--- src/rtl/signal_meter_pkg.sv ---
// signal_meter shared definitions:
// FSM encoding, register map, status layout.
package signal_meter_pkg;

  typedef enum logic [1:0] {
    IDLE      = 2'd0,
    WAIT_RISE = 2'd1,
    HIGH      = 2'd2,
    LOW       = 2'd3
  } state_t;

  localparam logic [2:0] ADDR_STATUS  = 3'd0;
  localparam logic [2:0] ADDR_PER_LO  = 3'd1;
  localparam logic [2:0] ADDR_PER_HI  = 3'd2;
  localparam logic [2:0] ADDR_HIGH_LO = 3'd3;
  localparam logic [2:0] ADDR_HIGH_HI = 3'd4;
  localparam logic [2:0] ADDR_MEAS    = 3'd5;
  localparam logic [2:0] ADDR_ID      = 3'd6;
  localparam logic [2:0] ADDR_ZERO    = 3'd7;

  localparam logic [7:0] ID_DEFAULT = 8'hA5;

  localparam int ST_OVF   = 7;
  localparam int ST_VALID = 6;
  localparam int ST_BUSY  = 5;
  localparam int ST_CONT  = 4;

endpackage

--- src/rtl/signal_meter_if.sv ---
// signal_meter register read port:
// strobe + address in, registered data out.
interface signal_meter_if;

  logic       read_strobe;
  logic [2:0] address;
  logic [7:0] read_data;

  modport master (
    output read_strobe,
    output address,
    input  read_data
  );

  modport slave (
    input  read_strobe,
    input  address,
    output read_data
  );

endinterface

--- src/rtl/signal_meter_edge_sync.sv ---
// edge_sync: multi-flop synchroniser with
// one extra stage for rise/fall strobes.
module edge_sync #(
  parameter int SYNC_STAGES = 2
) (
  input  logic clk,
  input  logic rst,
  input  logic din,
  output logic rise,
  output logic fall
);

  logic [SYNC_STAGES-1:0] chain;
  logic                   prev;
  logic                   level;

  assign level = chain[SYNC_STAGES-1];
  assign rise  = level & ~prev;
  assign fall  = ~level & prev;

  // shift the pin through the chain, keep last level
  always_ff @(posedge clk) begin
    if (rst) begin
      chain <= '0;
      prev  <= 1'b0;
    end else begin
      chain <= {chain[SYNC_STAGES-2:0], din};
      prev  <= level;
    end
  end

endmodule

--- src/rtl/signal_meter.sv ---
// signal_meter: period / high-time meter
// with shadowed 8-bit register read port.
module signal_meter
  import signal_meter_pkg::*;
#(
  parameter int         CNT_W       = 16,
  parameter int         SYNC_STAGES = 2,
  parameter logic [7:0] ID_VALUE    = ID_DEFAULT
) (
  input  logic           clk,
  input  logic           rst,
  input  logic           signal_in,
  input  logic           arm,
  input  logic           continuous,
  signal_meter_if.slave  bus,
  output logic           busy,
  output logic           valid,
  output logic           overflow
);

  localparam logic [CNT_W-1:0] CNT_MAX = '1;
  localparam logic [CNT_W-1:0] CNT_ONE = 1;

  state_t           state, state_n;
  logic [CNT_W-1:0] cnt, cnt_n, cnt_inc;
  logic [CNT_W-1:0] period_q, period_n;
  logic [CNT_W-1:0] high_q, high_n;
  logic             valid_n, ovf_n;
  logic [7:0]       meas, meas_n;
  logic [7:0]       per_sh, high_sh;
  logic [7:0]       rdata, status;
  logic [15:0]      per16, high16;
  logic             rise, fall;

  edge_sync #(
    .SYNC_STAGES(SYNC_STAGES)
  ) u_sync (
    .clk (clk),
    .rst (rst),
    .din (signal_in),
    .rise(rise),
    .fall(fall)
  );

  assign cnt_inc = (cnt == CNT_MAX) ? cnt : cnt + CNT_ONE;
  assign busy    = (state != IDLE);
  assign per16   = 16'(period_q);
  assign high16  = 16'(high_q);
  assign bus.read_data = rdata;

  // next state, counter and result updates
  always_comb begin
    state_n  = state;
    cnt_n    = cnt;
    period_n = period_q;
    high_n   = high_q;
    valid_n  = valid;
    ovf_n    = overflow;
    meas_n   = meas;
    if (arm) begin
      valid_n = 1'b0;
      ovf_n   = 1'b0;
      cnt_n   = '0;
      state_n = WAIT_RISE;
    end else begin
      unique case (state)
        IDLE: ;
        WAIT_RISE: begin
          if (rise) begin
            cnt_n   = CNT_ONE;
            state_n = HIGH;
          end
        end
        HIGH: begin
          if (fall) begin
            high_n  = cnt;
            cnt_n   = cnt_inc;
            state_n = LOW;
          end else if (cnt == CNT_MAX) begin
            ovf_n   = 1'b1;
            state_n = continuous ? WAIT_RISE : IDLE;
          end else begin
            cnt_n = cnt_inc;
          end
        end
        LOW: begin
          if (rise) begin
            period_n = cnt;
            valid_n  = 1'b1;
            meas_n   = meas + 8'd1;
            if (continuous) begin
              cnt_n   = CNT_ONE;
              state_n = HIGH;
            end else begin
              state_n = IDLE;
            end
          end else if (cnt == CNT_MAX) begin
            ovf_n   = 1'b1;
            state_n = continuous ? WAIT_RISE : IDLE;
          end else begin
            cnt_n = cnt_inc;
          end
        end
      endcase
    end
  end

  // measurement state register
  always_ff @(posedge clk) begin
    if (rst) begin
      state    <= IDLE;
      cnt      <= '0;
      period_q <= '0;
      high_q   <= '0;
      valid    <= 1'b0;
      overflow <= 1'b0;
      meas     <= '0;
    end else begin
      state    <= state_n;
      cnt      <= cnt_n;
      period_q <= period_n;
      high_q   <= high_n;
      valid    <= valid_n;
      overflow <= ovf_n;
      meas     <= meas_n;
    end
  end

  // status byte assembly
  always_comb begin
    status           = '0;
    status[ST_OVF]   = overflow;
    status[ST_VALID] = valid;
    status[ST_BUSY]  = busy;
    status[ST_CONT]  = continuous;
    status[1:0]      = state;
  end

  // registered reads; low-byte reads latch the high byte
  always_ff @(posedge clk) begin
    if (rst) begin
      rdata   <= '0;
      per_sh  <= '0;
      high_sh <= '0;
    end else if (bus.read_strobe) begin
      unique case (bus.address)
        ADDR_STATUS:  rdata <= status;
        ADDR_PER_LO: begin
          rdata  <= per16[7:0];
          per_sh <= per16[15:8];
        end
        ADDR_PER_HI:  rdata <= per_sh;
        ADDR_HIGH_LO: begin
          rdata   <= high16[7:0];
          high_sh <= high16[15:8];
        end
        ADDR_HIGH_HI: rdata <= high_sh;
        ADDR_MEAS:    rdata <= meas;
        ADDR_ID:      rdata <= ID_VALUE;
        ADDR_ZERO:    rdata <= 8'h00;
      endcase
    end
  end

endmodule

--- src/flat_wrapper.sv ---
// flat-port wrapper written by rule: the top's interface ports become plain ports
module signal_meter_flat import signal_meter_pkg::*;
#(
  parameter int         CNT_W       = 16,
  parameter int         SYNC_STAGES = 2,
  parameter logic [7:0] ID_VALUE    = ID_DEFAULT
)
  (clk, rst, signal_in, arm, continuous, busy, valid, overflow, bus_read_strobe, bus_address, bus_read_data);
  signal_meter_if bus_i ();
  input  logic clk;
  input  logic rst;
  input  logic signal_in;
  input  logic arm;
  input  logic continuous;
  output logic busy;
  output logic valid;
  output logic overflow;
  input wire logic [$bits(bus_i.read_strobe)-1:0] bus_read_strobe;
  input wire logic [$bits(bus_i.address)-1:0] bus_address;
  output wire logic [$bits(bus_i.read_data)-1:0] bus_read_data;
  assign bus_i.read_strobe = bus_read_strobe;
  assign bus_i.address = bus_address;
  assign bus_read_data = bus_i.read_data;
  signal_meter #(.CNT_W(CNT_W), .SYNC_STAGES(SYNC_STAGES), .ID_VALUE(ID_VALUE)) u_core (.clk(clk), .rst(rst), .signal_in(signal_in), .arm(arm), .continuous(continuous), .bus(bus_i), .busy(busy), .valid(valid), .overflow(overflow));
endmodule
--- config.mk ---
export PLATFORM = sky130hd
export DESIGN_NAME = signal_meter_flat
export DESIGN_NICKNAME = d
export VERILOG_FILES = /design/src/rtl/signal_meter_pkg.sv /design/src/rtl/signal_meter_if.sv /design/src/rtl/signal_meter_edge_sync.sv /design/src/rtl/signal_meter.sv /design/src/flat_wrapper.sv
export SDC_FILE = /design/constraint.sdc
export NUM_CORES = 1
export LEC_CHECK = 0
export CAP_MARGIN = 20
export CORE_MARGIN = 5
export CORE_UTILIZATION = 60
export DETAILED_ROUTE_END_ITERATION = 10
export DONT_BUFFER_PORTS = 1
export PLACE_DENSITY = 0.86
export SYNTH_ARGS = -nofsm -noshare
export SYNTH_HDL_FRONTEND = slang
export SYNTH_SLANG_ARGS = --single-unit
--- constraint.sdc ---
create_clock -name clk -period 2.6 [get_ports clk]
set_input_delay 0.65 -clock clk [delete_from_list [all_inputs] [get_ports clk]]
set_output_delay 0.65 -clock clk [all_outputs]
set_load 0.005 [all_outputs]
# Word-level counts from Yosys, hierarchy flattened
# Index checks and enable logic that the tools add are counted.
[word_totals]
output_inout_bits = 11
register_bits = 87
elab_cells = 71
[classes]
add_sub_neg = 2
bitwise_logic = 5
eq_ne = 16
reduce_logical = 15
mux = 20
[ops]
columns = ["cell", "count"]
rows = [
  ["$mux 16", 6],
  ["$pmux 8 s8", 1],
  ["$pmux 16 s3", 1],
  ["$add 16x1->16 const B", 1],
  ["$eq 16x16->1 const B", 1],
  ["$eq 3x3->1 const B", 4],
  ["$reduce_and 3->1", 4],
  ["$mux 2", 5],
  ["$reduce_and 2->1", 5],
  ["$add 8x1->8 const B", 1],
  ["$eq 3x2->1 const B", 2],
  ["$pmux 2 s3", 1],
  ["$mux 1", 5],
  ["$eq 2x2->1 const B", 2],
  ["$ne 2x2->1 const B", 2],
  ["$reduce_bool 2->1", 2],
  ["$reduce_bool 4->1", 1],
  ["$eq 3x1->1 const B", 1],
  ["$logic_not 3->1", 1],
  ["$ne 3x2->1 const B", 1],
  ["$ne 3x3->1 const B", 1],
  ["$not 1->1", 3],
  ["$reduce_bool 3->1", 1],
  ["$and 1x1->1", 2],
  ["other kinds (4)", 4],
]

# Logic depth before layout (Yosys ltp)
[logic_depth]
word_depth = 5
depth_mapped = 8

# Hierarchy
# A second synthesis with hierarchy kept.
[unflattened]
hier_cells = 486
hier_area_um2 = 3951.3
[modules_own_cells]
columns = ["module", "area_per_inst_um2", "n_inst", "cells_each"]
rows = [
  ["signal_meter", 3860.0, 1, 478],
  ["edge_sync", 91.3, 1, 8],
]

# Worst setup path after synthesis
# No wires, ideal clock.
[synth_path]
path_kind = "in2reg"
from = "input continuous"
to = "register u_core.cnt[0]"
t_required_ns = 2.484
arrival_time_ns = 1.766
path_stages = 6
slack_ns = 0.718
setup_time_ns = 0.116
n_path_buf = 2
cell_sequence = "nor4bb_1 -> a211o_1 -> buf_6 -> clkbuf_1 -> a21oi_1 -> o211a_1"
[synth_via]
elab_chain_cells = 2
[synth_lines]
columns = ["element", "line_no", "text"]
rows = [
  ["start, declared", "flat_wrapper.sv:14", "input logic continuous;"],
  ["$ne 3x3->1 (no line)", "--", ""],
  ["$reduce_and 3->1 (no line)", "--", ""],
  ["end signal, assigned", "signal_meter.sv:120", "cnt <= cnt_n;"],
  ["end, declared", "signal_meter.sv:25", "logic [CNT_W-1:0] cnt, cnt_n, cnt_inc;"],
]
# No other way between the ends.
# A chain may end at the register's enable or synchronous reset.

# Final worst setup path
[layout_path]
from = "register u_core.state[0]"
to = "register u_core.cnt[6]"
[layout_via]
elab_chain_cells = 3
[layout_lines]
columns = ["element", "line_no", "text"]
rows = [
  ["start, declared", "signal_meter.sv:24", "state_t state, state_n;"],
  ["start signal, assigned", "signal_meter.sv:119", "state <= state_n;"],
  ["$eq 2x2->1 / $eq 2x1->1 (equally long branches)", "signal_meter.sv:66", "unique case (state)"],
  ["$ne 3x3->1 (no line) (tied with other cells)", "--", ""],
  ["$reduce_and 3->1 (no line)", "--", ""],
]
# Several ways; a longest one is shown, not always the timed one.

==> impl_results.md <==
- Status: finished clean
- Number of antenna diodes: 0
- Sequential Power Share: 0.583
- Internal power: 1740 uW
- Post-synthesis register bit count: 87
- Antenna Violating Nets Remaining: 0
- Clock tree buffer depth: 2
- Area taken by multi-input logic gates: 2200 um^2
- Routing usage on met1: 0.292
- Mapped Cells: 507
- Register area: 1740 um^2
- Critical path buffers and inverters: 1
- Std-Cell Rows: 30
- Die area: 8640 um^2
- Worst Reg-to-Reg Cells: 6
- Vias: 3650
- Io pins: 20
- Clock Latency Late Sink: 370 ps
- Initial antenna violation count: 0
- Combinational power share: 0.040
- I/O Buffers: 0
- Routability cong.: 0.971
- DR pass1 iterations: 5
- Pwr Total: 2310 uW
- Ys async rst share: 0
- Slew margin rel.: 0.428
- Die H: 93.0 um
- Global-route wire length before repair: 15.8 mm
- Crit-path max FO: 11
- Psw: 575 uW
- Final Hold Fails: 0
- RR Startpoint: u_core.state[0]$_SDFFE_PP0P_
- Worst reg2reg setup slack: 340 ps
- Met2 Use GR: 0.385
- Filler cells: 547
- Core Region: 6760 um^2
- CTS buffer count: 9
- DRC Markers: 0
- # clock sinks: 87
- Largest net degree at the start of global routing: 73
- Slew @ Worst Pin: 856 ps
- Post-cts resize count: 0
- Startpoint Class: register
- Share of cells above drive strength 1: 0.0774
- Clk pin slew, worst setup/hold paths: 90 ps
- Max VDD drop: 0.000229 V
- Grt met3 use: 0.0382
- Setup TNS: 0 ps
- Most Crowded Layer GR: met2
- P&R area growth vs syn: 4.27%
- Hold_buf cts: 0
- RSZ-0062 raised after global routing: no
- Fin nets: 501
- Clk_skew: 11.7 ps
- Slowest cell delay on critical path: 610 ps
- Crit path depth: 6
- CTS Root Cell: clkbuf_8
- Critical Path RT: 2850 ps
- Most common cell after layout, fill and taps aside: nand2_1
- Syn_area_per_cell: 8.15 um^2
- Setup violations, final: 0
- Crit path DAT: 2510 ps
- Yosys cell types: 59
- Chip width: 93.0 um
- CP Capture Type: register
- Worst setup path class: register to register
- Syn_nets: 522
- Routed len/inst: 17.3 um
- Top delay family on crit path: compound AO/OA/AOI/OAI gates
- Post-CTS Setup Inserts: 0
- Sw frac: 0.249
- Clock Power Share: 0.377
- Synthesized cell area: 4130 um^2
- Worst Setup SP: u_core.state[0]$_SDFFE_PP0P_
- DPL Wire Length: 6.73 mm
- Total Routing Usage GR: 0.233
- Vias in the first global route: 3328
- DRT Wirelength: 9.87 mm
- Crit-path slowest cell: o21ai_0
- Number of max-cap violations: 0
- FMAX: 443 MHz
- H-tree depth: 3
- Sequential-to-total area share from yosys stat: 0.422
- Post-synth EDFFs: 0
- Tmin final: 2260 ps
- Via density: 6.39
- Top FF cell, synth: dfxtp_1
- Reg-to-reg endpoint: u_core.cnt[6]$_SDFFE_PP0P_
- Critical Path End: u_core.cnt[6]$_SDFFE_PP0P_
- TritonCTS clock tree: done
- Pwr dens: 537 nW/um^2
- Syn. warnings: 0
- Max Slew Vio Count: 0
- Leakage: 0.00142 uW
- Worst-path cell chain: ha_1 -> nor4bb_1 -> a211o_1 -> o21ai_0 -> buf_4 -> a21oi_1
- Worst hold slack: 343 ps
- Hold Crit Class: input port to register
- Final cycle utilization of the critical path: 0.868
- Most frequent cells in the layout: 111 x nand2_1, 87 x dfxtp_1, 69 x a21oi_1
- Starting Density: 0.611
- Total gr overflow: 0
- 1st-iter DRT viols: 267
-- logic make-up (layout without fill, tap and decap cells) --
group                    count (synthesis)  after routing  synth area share
AO/OA/AOI/OAI                          130            130             0.200
XOR/XNOR                                 6              6            0.0127
AND/OR/NAND/NOR                        217            217             0.264
multiplexers                            14             14            0.0348
adder cells (fa/ha/maj)                  6              6            0.0182
buffers and inverters                   47             31            0.0488
flip-flops                              87             87             0.422
-- worst min-delay path by stage --
stage | depth (start not counted) | endpoint | startpoint
after floorplan | 1 | u_core.u_sync.chain[1]$_SDFF_PP0_ | u_core.u_sync.chain[0]$_SDFF_PP0_
after global placement | 2 | u_core.per_sh[4]$_SDFFE_PP0P_ | u_core.per16[12]$_SDFFE_PP0P_
after detailed placement | 1 | u_core.u_sync.chain[1]$_SDFF_PP0_ | u_core.u_sync.chain[0]$_SDFF_PP0_
after CTS | 1 | u_core.high16[5]$_SDFFE_PP0P_ | rst
after global routing | 1 | u_core.high16[5]$_SDFFE_PP0P_ | rst
final | 1 | u_core.bus.read_data[5]$_SDFFE_PP0P_ | rst
-- cell usage after synthesis, drive strengths merged (3+ instances only) --
master | n | area [um^2]
and4 | 3 | 26.3
and3 | 5 | 31.3
ha | 6 | 75.1
buf | 11 | 63.8
nand3 | 13 | 65.1
mux2 | 3 | 33.8
o22ai | 3 | 18.8
nand3b | 8 | 60.1
xor2 | 5 | 43.8
inv | 8 | 30.0
nand2b | 11 | 68.8
and2 | 3 | 18.8
dfxtp | 87 | 1740
mux2i | 11 | 110
o221a | 3 | 33.8
o31ai | 11 | 82.6
o2bb2ai | 6 | 52.6
nor2 | 18 | 67.6
nor2b | 9 | 56.3
nor3 | 4 | 20.0
nand2 | 111 | 417
or4 | 10 | 78.8
a21oi | 69 | 345
a31oi | 5 | 31.3
nor4 | 3 | 33.8
nand4 | 11 | 81.3
o21ai | 7 | 35.0
o21bai | 3 | 22.5
clkbuf | 28 | 108
-- stage by stage --
step                worst slack (ps)  utilization  area (um^2)  std cells
floorplan                        718            -         4130        507
global placement                 226        0.610         4120        554
detailed placement               376        0.611         4130        555
CTS                              398        0.637         4310        571
global route                     132        0.637         4310        571
finish                           344        0.637         4310        571
-- sequential cells by signal, indices dropped and copies added (netlist names), 8 cells and up --
name	flops
u_core.per16	16
u_core.high_sh	8
u_core.cnt	16
u_core.per_sh	8
u_core.meas	8
u_core.bus.read_data	8
u_core.high16	16
-- layer usage --
layer / up-vias / share of wire
met5: - / 0
met2: 150 / 0.47
met4: 0 / 0.026
met1: 1718 / 0.43
met3: 20 / 0.073
li1: 1762 / -
-- power groups by stage --
stage          Sequential, uW  Combinational (uW)  Clock, uW
6_report                 1350                91.8        872
5_1_grt                  1350                 100        927
4_1_cts                  1350                91.1        875
3_5_place_dp             1380                89.9          0
3_3_place_gp             1380                85.7          0
2_1_floorplan            1380                 103          0
-- worst register-to-register path: cells and delay by family (launching register included) --
family,cells,cell delay (ps)
AO/OA/AOI/OAI,3,960
adder cells (fa/ha/maj),1,340
buffers and inverters,1,270
flip-flops,1,370
AND/OR/NAND/NOR,1,220
-- final cells by class --
type | count | area share
clock inverters | 7 | 0.0131
inverters | 8 | 0.00697
multi-input cells | 373 | 0.511
flip-flops and latches | 87 | 0.404
clock buffers | 9 | 0.0288
well taps | 80 | 0.0232
repair buffers | 7 | 0.0122
Note: power is estimated with default switching activity, not from simulation.
